File: config.mk
export PLATFORM = sky130hd
export DESIGN_NAME = detector_ready_responder_flat
export DESIGN_NICKNAME = d
export VERILOG_FILES = /design/src/rtl/detector_ready_responder_if.sv /design/src/rtl/detector_ready_responder.sv /design/src/flat_wrapper.sv
export SDC_FILE = /design/constraint.sdc
export NUM_CORES = 1
export LEC_CHECK = 0
export ABC_AREA = 1
export CAP_MARGIN = 20
export CORE_ASPECT_RATIO = 0.8
export CORE_MARGIN = 5
export CORE_UTILIZATION = 41
export DETAILED_ROUTE_END_ITERATION = 7
export PLACE_DENSITY = 0.72
export REMOVE_ABC_BUFFERS = 1
export SYNTH_ARGS = -nofsm -noshare
export SYNTH_HDL_FRONTEND = slang
export SYNTH_SLANG_ARGS = --single-unit
File: constraint.sdc
create_clock -name clock -period 1.9 [get_ports clock]
set_clock_uncertainty 0.2 [all_clocks]
set_input_delay 0.19 -clock clock [delete_from_list [all_inputs] [get_ports clock]]
set_output_delay 0.19 -clock clock [all_outputs]
set_load 0.01 [all_outputs]
File: src/rtl/detector_ready_responder_if.sv
// Trigger/ready handshake bundle between the experiment FSM (master)
// and the detector model (slave), including the detector status outputs.
interface detector_ready_responder_if #(
  parameter int unsigned FRAME_CNT_W = 16,
  parameter int unsigned MISS_CNT_W  = 8
);
  logic                   enable;
  logic                   trigger_in;
  logic                   detector_ready;
  logic                   exposing;
  logic [FRAME_CNT_W-1:0] frame_count;
  logic [MISS_CNT_W-1:0]  missed_triggers;
  logic [1:0]             detector_state;

  modport master (
    output enable,
    output trigger_in,
    input  detector_ready,
    input  exposing,
    input  frame_count,
    input  missed_triggers,
    input  detector_state
  );

  modport slave (
    input  enable,
    input  trigger_in,
    output detector_ready,
    output exposing,
    output frame_count,
    output missed_triggers,
    output detector_state
  );
endinterface

File: src/rtl/detector_ready_responder.sv
// Detector-side responder for the trigger/ready handshake.
// Each accepted trigger holds the detector busy for EXPOSURE_CYCLES followed
// by READOUT_CYCLES of dead time; accepted frames and triggers arriving while
// busy are counted with saturating counters.
// Optional macro DETECTOR_TRIG_FILTER_EN: a trigger must stay high for
// TRIG_FILTER_CYCLES consecutive cycles before it is recognised.
module detector_ready_responder #(
  parameter int unsigned EXPOSURE_CYCLES    = 20_000,
  parameter int unsigned READOUT_CYCLES     = 1_280_000,
  parameter int unsigned FRAME_CNT_W        = 16,
  parameter int unsigned MISS_CNT_W         = 8,
  parameter int unsigned TRIG_FILTER_CYCLES = 4
) (
  input logic                        clock,
  input logic                        reset_signal,
  detector_ready_responder_if.slave  bus
);

  localparam int unsigned MAX_DUR = (EXPOSURE_CYCLES > READOUT_CYCLES) ?
                                    EXPOSURE_CYCLES : READOUT_CYCLES;
  localparam int unsigned CNT_W   = $clog2(MAX_DUR + 1);

  typedef enum logic [1:0] {
    DISABLED = 2'd0,
    READY    = 2'd1,
    EXPOSE   = 2'd2,
    READOUT  = 2'd3
  } state_t;

  // Elaboration-time parameter sanity checks.
  if (EXPOSURE_CYCLES < 1) begin : g_bad_exposure
    $error("EXPOSURE_CYCLES must be >= 1");
  end
  if (READOUT_CYCLES < 1) begin : g_bad_readout
    $error("READOUT_CYCLES must be >= 1");
  end
  if (TRIG_FILTER_CYCLES < 1) begin : g_bad_filter
    $error("TRIG_FILTER_CYCLES must be >= 1");
  end

  state_t                 state;
  state_t                 state_n;
  logic [CNT_W-1:0]       dur_cnt;
  logic [CNT_W-1:0]       dur_cnt_n;
  logic                   take_frame;
  logic                   miss_trig;
  logic                   trig_edge;
  logic                   ready_q;
  logic                   expose_q;
  logic [FRAME_CNT_W-1:0] frame_q;
  logic [MISS_CNT_W-1:0]  miss_q;

`ifdef DETECTOR_TRIG_FILTER_EN
  localparam int unsigned FILT_W = $clog2(TRIG_FILTER_CYCLES + 1);

  logic [FILT_W-1:0] filt_cnt;

  // Run-length of trigger_in high, saturating so a held trigger qualifies once.
  always_ff @(posedge clock) begin
    if (!reset_signal) begin
      filt_cnt <= '0;
    end else if (!bus.trigger_in) begin
      filt_cnt <= '0;
    end else if (filt_cnt != FILT_W'(TRIG_FILTER_CYCLES)) begin
      filt_cnt <= filt_cnt + FILT_W'(1);
    end
  end

  // Qualified edge fires on the cycle the run reaches TRIG_FILTER_CYCLES.
  assign trig_edge = bus.trigger_in && (filt_cnt == FILT_W'(TRIG_FILTER_CYCLES - 1));
`else
  logic trig_q;

  // Previous trigger level for rising-edge detection.
  always_ff @(posedge clock) begin
    if (!reset_signal) begin
      trig_q <= 1'b0;
    end else begin
      trig_q <= bus.trigger_in;
    end
  end

  assign trig_edge = bus.trigger_in & ~trig_q;
`endif

  // Next-state and duration-counter decisions for the frame sequence.
  always_comb begin
    state_n    = state;
    dur_cnt_n  = dur_cnt;
    take_frame = 1'b0;
    miss_trig  = 1'b0;
    unique case (state)
      DISABLED: begin
        if (bus.enable) begin
          state_n = READY;
        end
      end
      READY: begin
        // A trigger edge wins over a simultaneous disable.
        if (trig_edge) begin
          state_n    = EXPOSE;
          dur_cnt_n  = CNT_W'(EXPOSURE_CYCLES);
          take_frame = 1'b1;
        end else if (!bus.enable) begin
          state_n = DISABLED;
        end
      end
      EXPOSE: begin
        miss_trig = trig_edge;
        if (dur_cnt == CNT_W'(1)) begin
          state_n   = READOUT;
          dur_cnt_n = CNT_W'(READOUT_CYCLES);
        end else begin
          dur_cnt_n = dur_cnt - CNT_W'(1);
        end
      end
      READOUT: begin
        miss_trig = trig_edge;
        if (dur_cnt == CNT_W'(1)) begin
          state_n   = bus.enable ? READY : DISABLED;
          dur_cnt_n = '0;
        end else begin
          dur_cnt_n = dur_cnt - CNT_W'(1);
        end
      end
      default: begin
        state_n   = DISABLED;
        dur_cnt_n = '0;
      end
    endcase
  end

  // State, duration counter, registered status outputs and saturating counters.
  always_ff @(posedge clock) begin
    if (!reset_signal) begin
      state    <= DISABLED;
      dur_cnt  <= '0;
      ready_q  <= 1'b0;
      expose_q <= 1'b0;
      frame_q  <= '0;
      miss_q   <= '0;
    end else begin
      state    <= state_n;
      dur_cnt  <= dur_cnt_n;
      ready_q  <= (state_n == READY);
      expose_q <= (state_n == EXPOSE);
      if (take_frame && (frame_q != '1)) begin
        frame_q <= frame_q + FRAME_CNT_W'(1);
      end
      if (miss_trig && (miss_q != '1)) begin
        miss_q <= miss_q + MISS_CNT_W'(1);
      end
    end
  end

  assign bus.detector_ready  = ready_q;
  assign bus.exposing        = expose_q;
  assign bus.frame_count     = frame_q;
  assign bus.missed_triggers = miss_q;
  assign bus.detector_state  = state;

endmodule
File: src/flat_wrapper.sv
// flat-port wrapper written by rule: the top's interface ports become plain ports
module detector_ready_responder_flat 
#(
  parameter int unsigned EXPOSURE_CYCLES    = 20_000,
  parameter int unsigned READOUT_CYCLES     = 1_280_000,
  parameter int unsigned FRAME_CNT_W        = 16,
  parameter int unsigned MISS_CNT_W         = 8,
  parameter int unsigned TRIG_FILTER_CYCLES = 4
)
  (clock, reset_signal, bus_enable, bus_trigger_in, bus_detector_ready, bus_exposing, bus_frame_count, bus_missed_triggers, bus_detector_state);
  detector_ready_responder_if #(.FRAME_CNT_W(FRAME_CNT_W), .MISS_CNT_W(MISS_CNT_W)) bus_i ();
  input logic clock;
  input logic reset_signal;
  input wire logic [$bits(bus_i.enable)-1:0] bus_enable;
  input wire logic [$bits(bus_i.trigger_in)-1:0] bus_trigger_in;
  output wire logic [$bits(bus_i.detector_ready)-1:0] bus_detector_ready;
  output wire logic [$bits(bus_i.exposing)-1:0] bus_exposing;
  output wire logic [$bits(bus_i.frame_count)-1:0] bus_frame_count;
  output wire logic [$bits(bus_i.missed_triggers)-1:0] bus_missed_triggers;
  output wire logic [$bits(bus_i.detector_state)-1:0] bus_detector_state;
  assign bus_i.enable = bus_enable;
  assign bus_i.trigger_in = bus_trigger_in;
  assign bus_detector_ready = bus_i.detector_ready;
  assign bus_exposing = bus_i.exposing;
  assign bus_frame_count = bus_i.frame_count;
  assign bus_missed_triggers = bus_i.missed_triggers;
  assign bus_detector_state = bus_i.detector_state;
  detector_ready_responder #(.EXPOSURE_CYCLES(EXPOSURE_CYCLES), .READOUT_CYCLES(READOUT_CYCLES), .FRAME_CNT_W(FRAME_CNT_W), .MISS_CNT_W(MISS_CNT_W), .TRIG_FILTER_CYCLES(TRIG_FILTER_CYCLES)) u_core (.clock(clock), .reset_signal(reset_signal), .bus(bus_i));
endmodule
==> flow_summary.toml, run 1 <==
[outcome]
run_status = "complete, no violations"

[synth]
post_synth.cell_area_avg_sq_um = 6.77
synth_top_cell_by_area = "dfxtp_1"
synthDistinctLibCells = 31
synth_async_sr_flop_share_pct = 0
postSynthRegisterBits = 50
yosysTopAreaCellShare_pct = 35.7
yosysWarnings = 0
syn_inst = 414
ys_seq_area_share_pct = 35.7
synth_area_leaders = "dfxtp_1 (36%), nand2_1 (14%), nor2_1 (8.0%)"
most_common_flop_cell_mapped_by_yosys = "dfxtp_1"
synthesis.area_sq_um = 2800
synth_enable_flop_cells = 0

[worst_setup_path]
crit_chain = "clkdlybuf4s50_1"
path_delay_family = "buffers and inverters"
crit_type = "register to primary output"
maximum_single_stage_delay_on_the_critical_path_ps = 590
cp.required_ps = 1510
cp_num_buf_inv = 1
crit_fanout = 6
critPathLaunchType = "register"
cp.depth = 1
worst-endpoint-arrival_ps = 1370
critical_path.endpoint_type = "primary output"
timing.critical_path.slowest_stage_cell = "clkdlybuf4s50_1"
reg2reg_depth = 9

[detailed_routing]
totalWireLength_um = 7230
post-route-drc-count = 0
routed_wire_length_per_instance_um = 12.8
antenna_violation_net_count_after_detailed_routing = 0
number_of_design_rule_violations_left_by_the_first_detailed_router_iteration = 158
detail_route.first_pass.iterations = 4
num_vias = 2851
viasPerCell = 5.05

[place]
port-buffer-count = 31
placedCellCount = 553
place_area_sq_um = 3390
globalplace.congestion = 0.857
place_hpwl_um = 5300

[finish]
finish.net_count = 485
register_area_sq_um = 1000
diodes = 0
synthToLayoutAreaGrowth_pct = 26.9
fill_cell_total_of_the_finished_layout = 663
area_occupied_by_multi_input_gates_sq_um = 1620
drive_above_1_share_pct = 14.9
finish.cell_count_without_fillers = 565
finalInstanceArea_sq_um = 3560

[sta]
post-route-period-util_pct = 92.9
setup_viol_count_final = 0
final_period_minus_worst_setup_slack_ps = 1760
slew-limit-headroom_pct = 78.4
finalHoldViolations = 0
pins_over_their_slew_limit = 0
tns_ps = 0
timing.fmax_mhz = 567
worst-slew-pin-transition_ps = 324

[die]
num_rows = 27
dieArea_sq_um = 8600
die_w_um = 102
io_pins = 32
die_y_um = 84.0
initial_utilization_pct = 41.5
placeableCoreArea_sq_um = 6760

[global_route]
grt_first_pass_wirelength_um = 12500
grt_max_degree = 19
grt_pass1_vias = 2804
grt_usage_pct = 17.6
grt_antenna_before_repair = 0
global_route.overflow_total = 0

[cts]
cts-buffers-inserted = 5
clock_root_buffer = "clkbuf_8"
number_of_buffers_inserted_by_hold_repair_at_cts = 0
clock_transition_at_the_registers_of_the_reported_paths_ps = 100
cts.htree.levels = 2
tritoncts = "yes"
cts_buffer_depth = 2
clock_sink_count = 50
clk-insertion-delay-late_ps = 320

[min_path]
hold_class = "primary input to register"
min_path_cells = 3

[power_and_ir_drop]
ir_worst_vdd_uv = 501
power.static_leakage_nw = 1.50
p_per_area_nw_per_um2 = 1040

[job]
cap_violations = 0
## power breakdown
group / switching (mW) / internal [mW] / total (mW)
Clock: 0.404 / 0.267 / 0.671
Sequential: 0.134 / 1.18 / 1.32
Combinational: 1.03 / 0.682 / 1.71
## cell families after synthesis
kind of cell / Yosys count / share of synthesized area, %
flip-flops: 50 / 35.7
AND/OR/NAND/NOR: 235 / 37.7
buffers and inverters: 51 / 7.72
AO/OA/AOI/OAI: 52 / 10.3
adder cells (fa/ha/maj): 4 / 1.78
XOR/XNOR: 22 / 6.87
## flip-flops by register name (all words and copies together), names as in the netlist
| signal | cells |
|---|---|
| u_core.bus.detector_ready | 1 |
| u_core.bus.detector_state | 2 |
| u_core.bus.exposing | 1 |
| u_core.bus.frame_count | 16 |
| u_core.bus.missed_triggers | 8 |
| u_core.dur_cnt | 21 |
| u_core.trig_q | 1 |
## per-stage QoR
step	hold slack (ps)	worst slack, ps	util (%)	power, mW
global route	289	-17.6	52.6	4.03
detailed placement	291	-50.8	50.2	3.01
global placement	269	22.0	50.2	2.96
CTS	255	48.5	51.6	3.68
finish	256	136	52.6	3.70
floorplan	83.5	131	-	2.47
## synth_stat cells, types with 2 or more instances
cell type	instances
a21oi_1	31
a21oi_2	6
clkbuf_1	4
dfxtp_1	50
ha_1	4
inv_1	42
inv_2	2
nand2_1	104
nand2_2	2
nand3_1	35
nand3b_1	3
nand4_1	10
nor2_1	60
nor2_2	6
nor3_1	6
nor3_2	3
o21ai_0	12
xnor2_1	8
xor2_1	14
## cell type report
class                   count  area share [%]
repair buffers             63            15.9
multi-input cells         313            45.5
clock buffers               5            1.93
inverters                  44            4.64
well taps                  87            3.06
clock inverters             3           0.703
flip-flops and latches     50            28.2
## what timing repair did
| action | 4_1_cts | 5_1_grt |
|---|---|---|
| setup buffers | 0 | 4 |
| setup endpoints to repair | 0 | 29 |
| gates resized for setup | 0 | 11 |
## worst paths after layout
| kind | start | to | slack, ps |
|---|---|---|---|
| setup / recovery | u_core.bus.frame_count[6]$_SDFFE_PN0P_ | bus_frame_count[6] | 140 |
| hold / removal | bus_trigger_in | u_core.trig_q$_SDFF_PN0_ | 260 |
| setup reg to reg | u_core.bus.frame_count[1]$_SDFFE_PN0P_ | u_core.bus.frame_count[10]$_SDFFE_PN0P_ | 150 |
| hold reg to reg | u_core.bus.missed_triggers[6]$_SDFFE_PN0P_ | u_core.bus.missed_triggers[6]$_SDFFE_PN0P_ | 310 |
## layout by cell type (no fill, tap or decap), types with 2 or more instances in the layout
master           netlist  final
nor2_2                 6      6
inv_1                 42     41
a21oi_1               31     31
dfxtp_2                0      3
nand3_1               35     34
xor2_1                14     14
nand2_1              104    103
clkdlybuf4s50_1        0     31
nand2_4                1      2
xnor2_1                8      8
nor3_2                 3      2
clkbuf_8               0      5
nor2_1                60     60
nand3_2                1      2
buf_4                  0     30
nand4_1               10     10
o21ai_0               12     12
ha_1                   4      3
nor3_1                 6      6
a21oi_2                6      6
nand3b_1               3      3
nand2_2                2      2
dfxtp_1               50     47
inv_2                  2      3
## routing by layer
metal | track usage [%] | wire length [um] | vias up
met1 | 24.2 | 3560 | 1308
met2 | 27.5 | 3190 | 72
met4 | 3.93 | 63 | 0
met5 | 0 | 0 | -
li1 | - | - | 1464
met3 | 4.51 | 410 | 7
Power figures use the tool's default switching activity.
==> run 2: changes to the inputs <==
--- a/config.mk
+++ b/config.mk
@@ -13,6 +13,7 @@
 export DETAILED_ROUTE_END_ITERATION = 7
 export PLACE_DENSITY = 0.72
 export REMOVE_ABC_BUFFERS = 1
+export SKIP_LAST_GASP = 1
 export SYNTH_ARGS = -nofsm -noshare
 export SYNTH_HDL_FRONTEND = slang
 export SYNTH_SLANG_ARGS = --single-unit
==> run 2 against run 1 <==
  * Routed wire length decreased by 0.73%
  * Sequential cell count did not move
  * Clock power about the same
  * Critical path type is now register to register
  * Non-clock buffer count unchanged
  * Highest routed layer unchanged
  * Largest power group unchanged
  * Hold slack hardly changed
  * Largest cell class unchanged
  * First-iteration DRC count grew 12%
  * Via count shrank 1.1%
  * Cell area decreased by 0.28%
  * Critical path depth grew 8
  * Sequential share of layout area increased by 0.080 points
  * Die area stayed put
==> flow_summary.toml, run 2 (same netlist as run 1, synthesis figures left out) <==
[outcome]
run_status = "complete, no violations"

[finish]
finish.net_count = 485
finish.cell_count_without_fillers = 565
final_core_utilization_pct = 52.5
synthToLayoutAreaGrowth_pct = 26.5
area_occupied_by_multi_input_gates_sq_um = 1610
layout_common_cells = "nand2_1 (103), nor2_1 (60), dfxtp_1 (47)"
diodes = 0
fill_cell_total_of_the_finished_layout = 663
regMostFlops = "u_core.dur_cnt"
drive_above_1_share_pct = 14.9
largest_reg_flops = 21
register_area_sq_um = 1000
commonest_non_fill_non_tap_cell_in_the_layout = "nand2_1"

[cts]
clock_root_buffer = "clkbuf_8"
cts_buffer_depth = 2
cts.htree.levels = 2
clk-insertion-delay-late_ps = 320
clock_sink_count = 50
cts-buffers-inserted = 5
tritoncts = "yes"
clock_transition_at_the_registers_of_the_reported_paths_ps = 100

[detailed_routing]
routed_wire_length_per_instance_um = 12.7
num_vias = 2821
viasPerCell = 4.99
number_of_design_rule_violations_left_by_the_first_detailed_router_iteration = 177
totalWireLength_um = 7170
post-route-drc-count = 0
antenna_violation_net_count_after_detailed_routing = 0
detail_route.first_pass.iterations = 4

[power_and_ir_drop]
report.power.total_mw = 3.70
sequentialPowerShare_pct = 35.6
power.static_leakage_nw = 1.50
clock_power_share_pct = 18.1
p_per_area_nw_per_um2 = 1040
ir_worst_vdd_uv = 501
comb_power_share_pct = 46.3
intPower_mw = 2.13
net-switching-power_mw = 1.57
power_switching_share_pct = 42.4

[place]
place_hpwl_um = 5300
globalplace.congestion = 0.857
port-buffer-count = 31
placedCellCount = 553

[die]
die_w_um = 102
initial_utilization_pct = 41.5
dieArea_sq_um = 8600
die_y_um = 84.0
num_rows = 27
io_pins = 32
placeableCoreArea_sq_um = 6760

[worst_setup_path]
critPathLaunchType = "register"
cp.required_ps = 1920
ff2ff_setup_slack_ps = 120
critical_path.endpoint_type = "register"
crit_type = "register to register"
worst-endpoint-arrival_ps = 1800
crit_fanout = 8

[sta]
finalHoldViolations = 0
setup_viol_count_final = 0
worst-slew-pin-transition_ps = 325
timing.fmax_mhz = 561
rsz0062_at_grt = "yes"
finalHoldWorstSlack_ps = 256
slew-limit-headroom_pct = 78.3
final_period_minus_worst_setup_slack_ps = 1780
post-route-period-util_pct = 93.9
pins_over_their_slew_limit = 0

[global_route]
grt_usage_pct = 17.6
met1_usage_pct = 24.2
gr_layer_usage_met2_pct = 27.5
grt_util_met3_pct = 4.51
grt_pass1_vias = 2804
global_route.overflow_total = 0
grt_first_pass_wirelength_um = 12500
grt_antenna_before_repair = 0
grt_max_degree = 19
grt-busiest-layer = "met2"

[job]
cap_violations = 0

[min_path]
hold_class = "primary input to register"
run 2: worst max-delay path: stages (launching register included):
cell,delay [ps]
dfxtp_1,350
ha_2,220
nand3_2,120
nor3_4,240
nand3_2,120
nand2_4,140
buf_4,140
o21ai_0,70
nand2_1,60
nor2_1,40
run 2: repair_timing:
| item | 4_1_cts | 5_1_grt |
|---|---|---|
| hold buffers | 0 | 0 |
| setup endpoints to repair | 0 | 29 |
| hold endpoints to repair | 0 | 0 |
| gates resized for setup | 0 | 10 |
| setup buffers | 0 | 4 |
run 2: final timing paths:
check	start	end	cells past startpoint
min reg2reg	u_core.bus.missed_triggers[6]$_SDFFE_PN0P_	u_core.bus.missed_triggers[6]$_SDFFE_PN0P_	2
min	bus_trigger_in	u_core.trig_q$_SDFF_PN0_	3
max	u_core.bus.frame_count[1]$_SDFFE_PN0P_	u_core.bus.frame_count[10]$_SDFFE_PN0P_	9
max reg2reg	u_core.bus.frame_count[1]$_SDFFE_PN0P_	u_core.bus.frame_count[10]$_SDFFE_PN0P_	9
run 2: cell type report:
cell class | count | share of cell area, %
Clock inverter | 3 | 0.705
Sequential cell | 50 | 28.3
Tap cell | 87 | 3.07
Multi-Input combinational cell | 313 | 45.3
Clock buffer | 5 | 1.94
Timing Repair Buffer | 63 | 16.0
Inverter | 44 | 4.66
run 2: power by group through the flow:
stage	sequential (mW)	clock (mW)	combinational, mW
after global routing	1.34	0.734	1.95
after CTS	1.31	0.685	1.68
after detailed placement	1.34	0	1.67
after global placement	1.33	0	1.63
final	1.32	0.670	1.71
after floorplan	1.32	0	1.15
run 2: routing by layer:
layer	wire, um	vias up
met5	0	-
met4	84	0
met3	401	9
met2	3160	71
met1	3520	1277
li1	-	1464
run 2: per-stage QoR:
stage,setup WS (ps),TNS [ps],instance area (sq um)
floorplan,131,0,2750
global placement,22.0,0,3390
detailed placement,-50.8,-95.9,3390
CTS,48.5,0,3490
global route,-27.0,-95.0,3550
finish,116,0,3550
==> run 3: changes to the inputs <==
--- a/config.mk
+++ b/config.mk
@@ -8,12 +8,14 @@
 export ABC_AREA = 1
 export CAP_MARGIN = 20
 export CORE_ASPECT_RATIO = 0.8
-export CORE_MARGIN = 5
+export CORE_MARGIN = 1
 export CORE_UTILIZATION = 41
 export DETAILED_ROUTE_END_ITERATION = 7
 export PLACE_DENSITY = 0.72
 export REMOVE_ABC_BUFFERS = 1
+export SETUP_SLACK_MARGIN = 0.02
 export SKIP_LAST_GASP = 1
+export SLEW_MARGIN = 30
 export SYNTH_ARGS = -nofsm -noshare
 export SYNTH_HDL_FRONTEND = slang
 export SYNTH_SLANG_ARGS = --single-unit
==> run 3 against run 2 <==
  * Cell count down 0.18%
  * Fmax is 1.9% lower
  * Via count is 0.89% higher
  * Power up 0.30%
  * Critical endpoint is now bus_detector_state[1]
  * Largest cell class unchanged
==> flow_summary.toml, run 3 (same netlist as run 1, synthesis figures left out) <==
[worst_setup_path]
crit_chain = "clkdlybuf4s50_1"
cp.required_ps = 1510
critical_path.endpoint_type = "primary output"
worst-endpoint-arrival_ps = 1430
crit-reg2reg-capture = "u_core.bus.frame_count[3]$_SDFFE_PN0P_"
crit_fanout = 6
cp_num_buf_inv = 1
crit_type = "register to primary output"
reg2reg_depth = 9
critPathLaunchType = "register"
worst_r2r_startpoint = "u_core.bus.frame_count[1]$_SDFFE_PN0P_"
timing.critical_path.slowest_stage_cell = "clkdlybuf4s50_1"
ff2ff_setup_slack_ps = 140
maximum_single_stage_delay_on_the_critical_path_ps = 610
path_delay_family = "buffers and inverters"

[power_and_ir_drop]
report.power.total_mw = 3.71
ir_worst_vdd_uv = 394
power.static_leakage_nw = 1.50
p_per_area_nw_per_um2 = 1040

[finish]
finish.net_count = 487
largest_reg_flops = 21
register_area_sq_um = 1000
diodes = 0
layout_common_cells = "nand2_1 (102), nor2_1 (60), dfxtp_1 (48)"
synthToLayoutAreaGrowth_pct = 27.0
drive_above_1_share_pct = 15.0
area_occupied_by_multi_input_gates_sq_um = 1620
fill_cell_total_of_the_finished_layout = 628
regMostFlops = "u_core.dur_cnt"
commonest_non_fill_non_tap_cell_in_the_layout = "nand2_1"

[die]
dieArea_sq_um = 7180
io_pins = 32
die_w_um = 94.5
num_rows = 26
placeableCoreArea_sq_um = 6510
initial_utilization_pct = 43.1
die_y_um = 76.0

[cts]
clk-insertion-delay-late_ps = 330
clock_sink_count = 50
clock_root_buffer = "clkbuf_8"
tritoncts = "yes"
cts_buffer_depth = 2
clock_transition_at_the_registers_of_the_reported_paths_ps = 110
cts.htree.levels = 2
cts-buffers-inserted = 5

[global_route]
global_route.overflow_total = 0
grt_antenna_before_repair = 0
grt_usage_pct = 21.6
grt_pass1_vias = 2635
grt_first_pass_wirelength_um = 12400
grt_max_degree = 26

[sta]
pins_over_their_slew_limit = 0
timing.fmax_mhz = 550
rsz0062_at_grt = "no"
tns_ps = 0
post-route-period-util_pct = 95.7
setup_viol_count_final = 0
postLayoutSetupSlackWorst_ps = 81.3
slew-limit-headroom_pct = 75.1
finalHoldViolations = 0
final_period_minus_worst_setup_slack_ps = 1820
worst-slew-pin-transition_ps = 372

[detailed_routing]
detail_route.first_pass.iterations = 5
post-route-drc-count = 0
totalWireLength_um = 7340
viasPerCell = 5.05
antenna_violation_net_count_after_detailed_routing = 0
number_of_design_rule_violations_left_by_the_first_detailed_router_iteration = 169
routed_wire_length_per_instance_um = 13.0
num_vias = 2846

[min_path]
min_path_cells = 2
min-delay-start = "u_core.bus.missed_triggers[6]$_SDFFE_PN0P_"
hold_class = "register to register"
worst_hold_path_endpoint = "u_core.bus.missed_triggers[6]$_SDFFE_PN0P_"

[place]
globalplace.congestion = 0.873
port-buffer-count = 31
pre_cts_ws_ps = 25.8
place_hpwl_um = 5340

[job]
cap_violations = 0

[outcome]
run_status = "complete, no violations"
==> run 3: cell count changes in the layout (fill, tap and decap cells not counted), sizes merged <==
cell | previous run | this run
buf | 32 | 33
clkinv | 1 | 2
clkinvlp | 1 | 0
nand2 | 107 | 108
==> run 3: repair_timing <==
action | CTS | global route
endpoints found under the setup margin | 9 | 35
endpoints found under the hold margin | 0 | 0
setup buffers | 4 | 2
gates cloned | 0 | 1
pin swaps | 2 | 4
resized for setup | 1 | 8
hold buffers | 0 | 0
==> run 3: power by group <==
group / switching (mW) / total, mW / internal [mW]
clock: 0.422 / 0.696 / 0.274
combinational: 1.03 / 1.70 / 0.670
sequential: 0.136 / 1.32 / 1.18
total: 1.58 / 3.71 / 2.13
==> run 3: worst max path at each step <==
stage / startpoint / slack, ps / endpoint / depth (start not counted)
after CTS: u_core.dur_cnt[1]$_SDFFE_PN0P_ / 40 / u_core.dur_cnt[20]$_SDFFE_PN0P_ / 9
after global routing: u_core.dur_cnt[1]$_SDFFE_PN0P_ / 0.1 / u_core.bus.exposing$_SDFF_PN0_ / 9
after global placement: u_core.bus.frame_count[0]$_SDFFE_PN0P_ / 80 / u_core.bus.frame_count[8]$_SDFFE_PN0P_ / 8
after floorplan: u_core.bus.detector_state[0]$_SDFF_PN0_ / 130 / u_core.dur_cnt[12]$_SDFFE_PN0P_ / 8
final: u_core.bus.detector_state[1]$_SDFF_PN0_ / 80 / bus_detector_state[1] / 1
after detailed placement: u_core.bus.frame_count[0]$_SDFFE_PN0P_ / 30 / u_core.bus.frame_count[13]$_SDFFE_PN0P_ / 8
==> run 3: layout make-up <==
type	count	share of cell area (%)
clock inverter	3	0.808
timing repair buffer	64	16.1
sequential	50	28.2
inverter	44	4.64
tap	84	2.95
clock buffer	5	1.93
multi-input combinational	314	45.4
==> run 3: routing by layer <==
| layer | track usage (%) | vias to the layer above | part of all wire, % |
|---|---|---|---|
| met1 | 31.0 | 1308 | 49 |
| met5 | 0 | - | 0 |
| met4 | 4.24 | 0 | 0.79 |
| met2 | 33.0 | 63 | 44 |
| met3 | 4.82 | 6 | 5.5 |
| li1 | - | 1469 | - |
==> run 3: metrics by stage <==
step / hold WS (ps) / instances / cell area (sq um) / util [%]
5_1_grt: 334 / 564 / 3560 / 54.7
4_1_cts: 296 / 561 / 3510 / 54.0
2_1_floorplan: 83.5 / 407 / 2750 / -
6_report: 300 / 564 / 3560 / 54.7
3_5_place_dp: 278 / 549 / 3380 / 52.0
3_3_place_gp: 276 / 549 / 3380 / 52.0
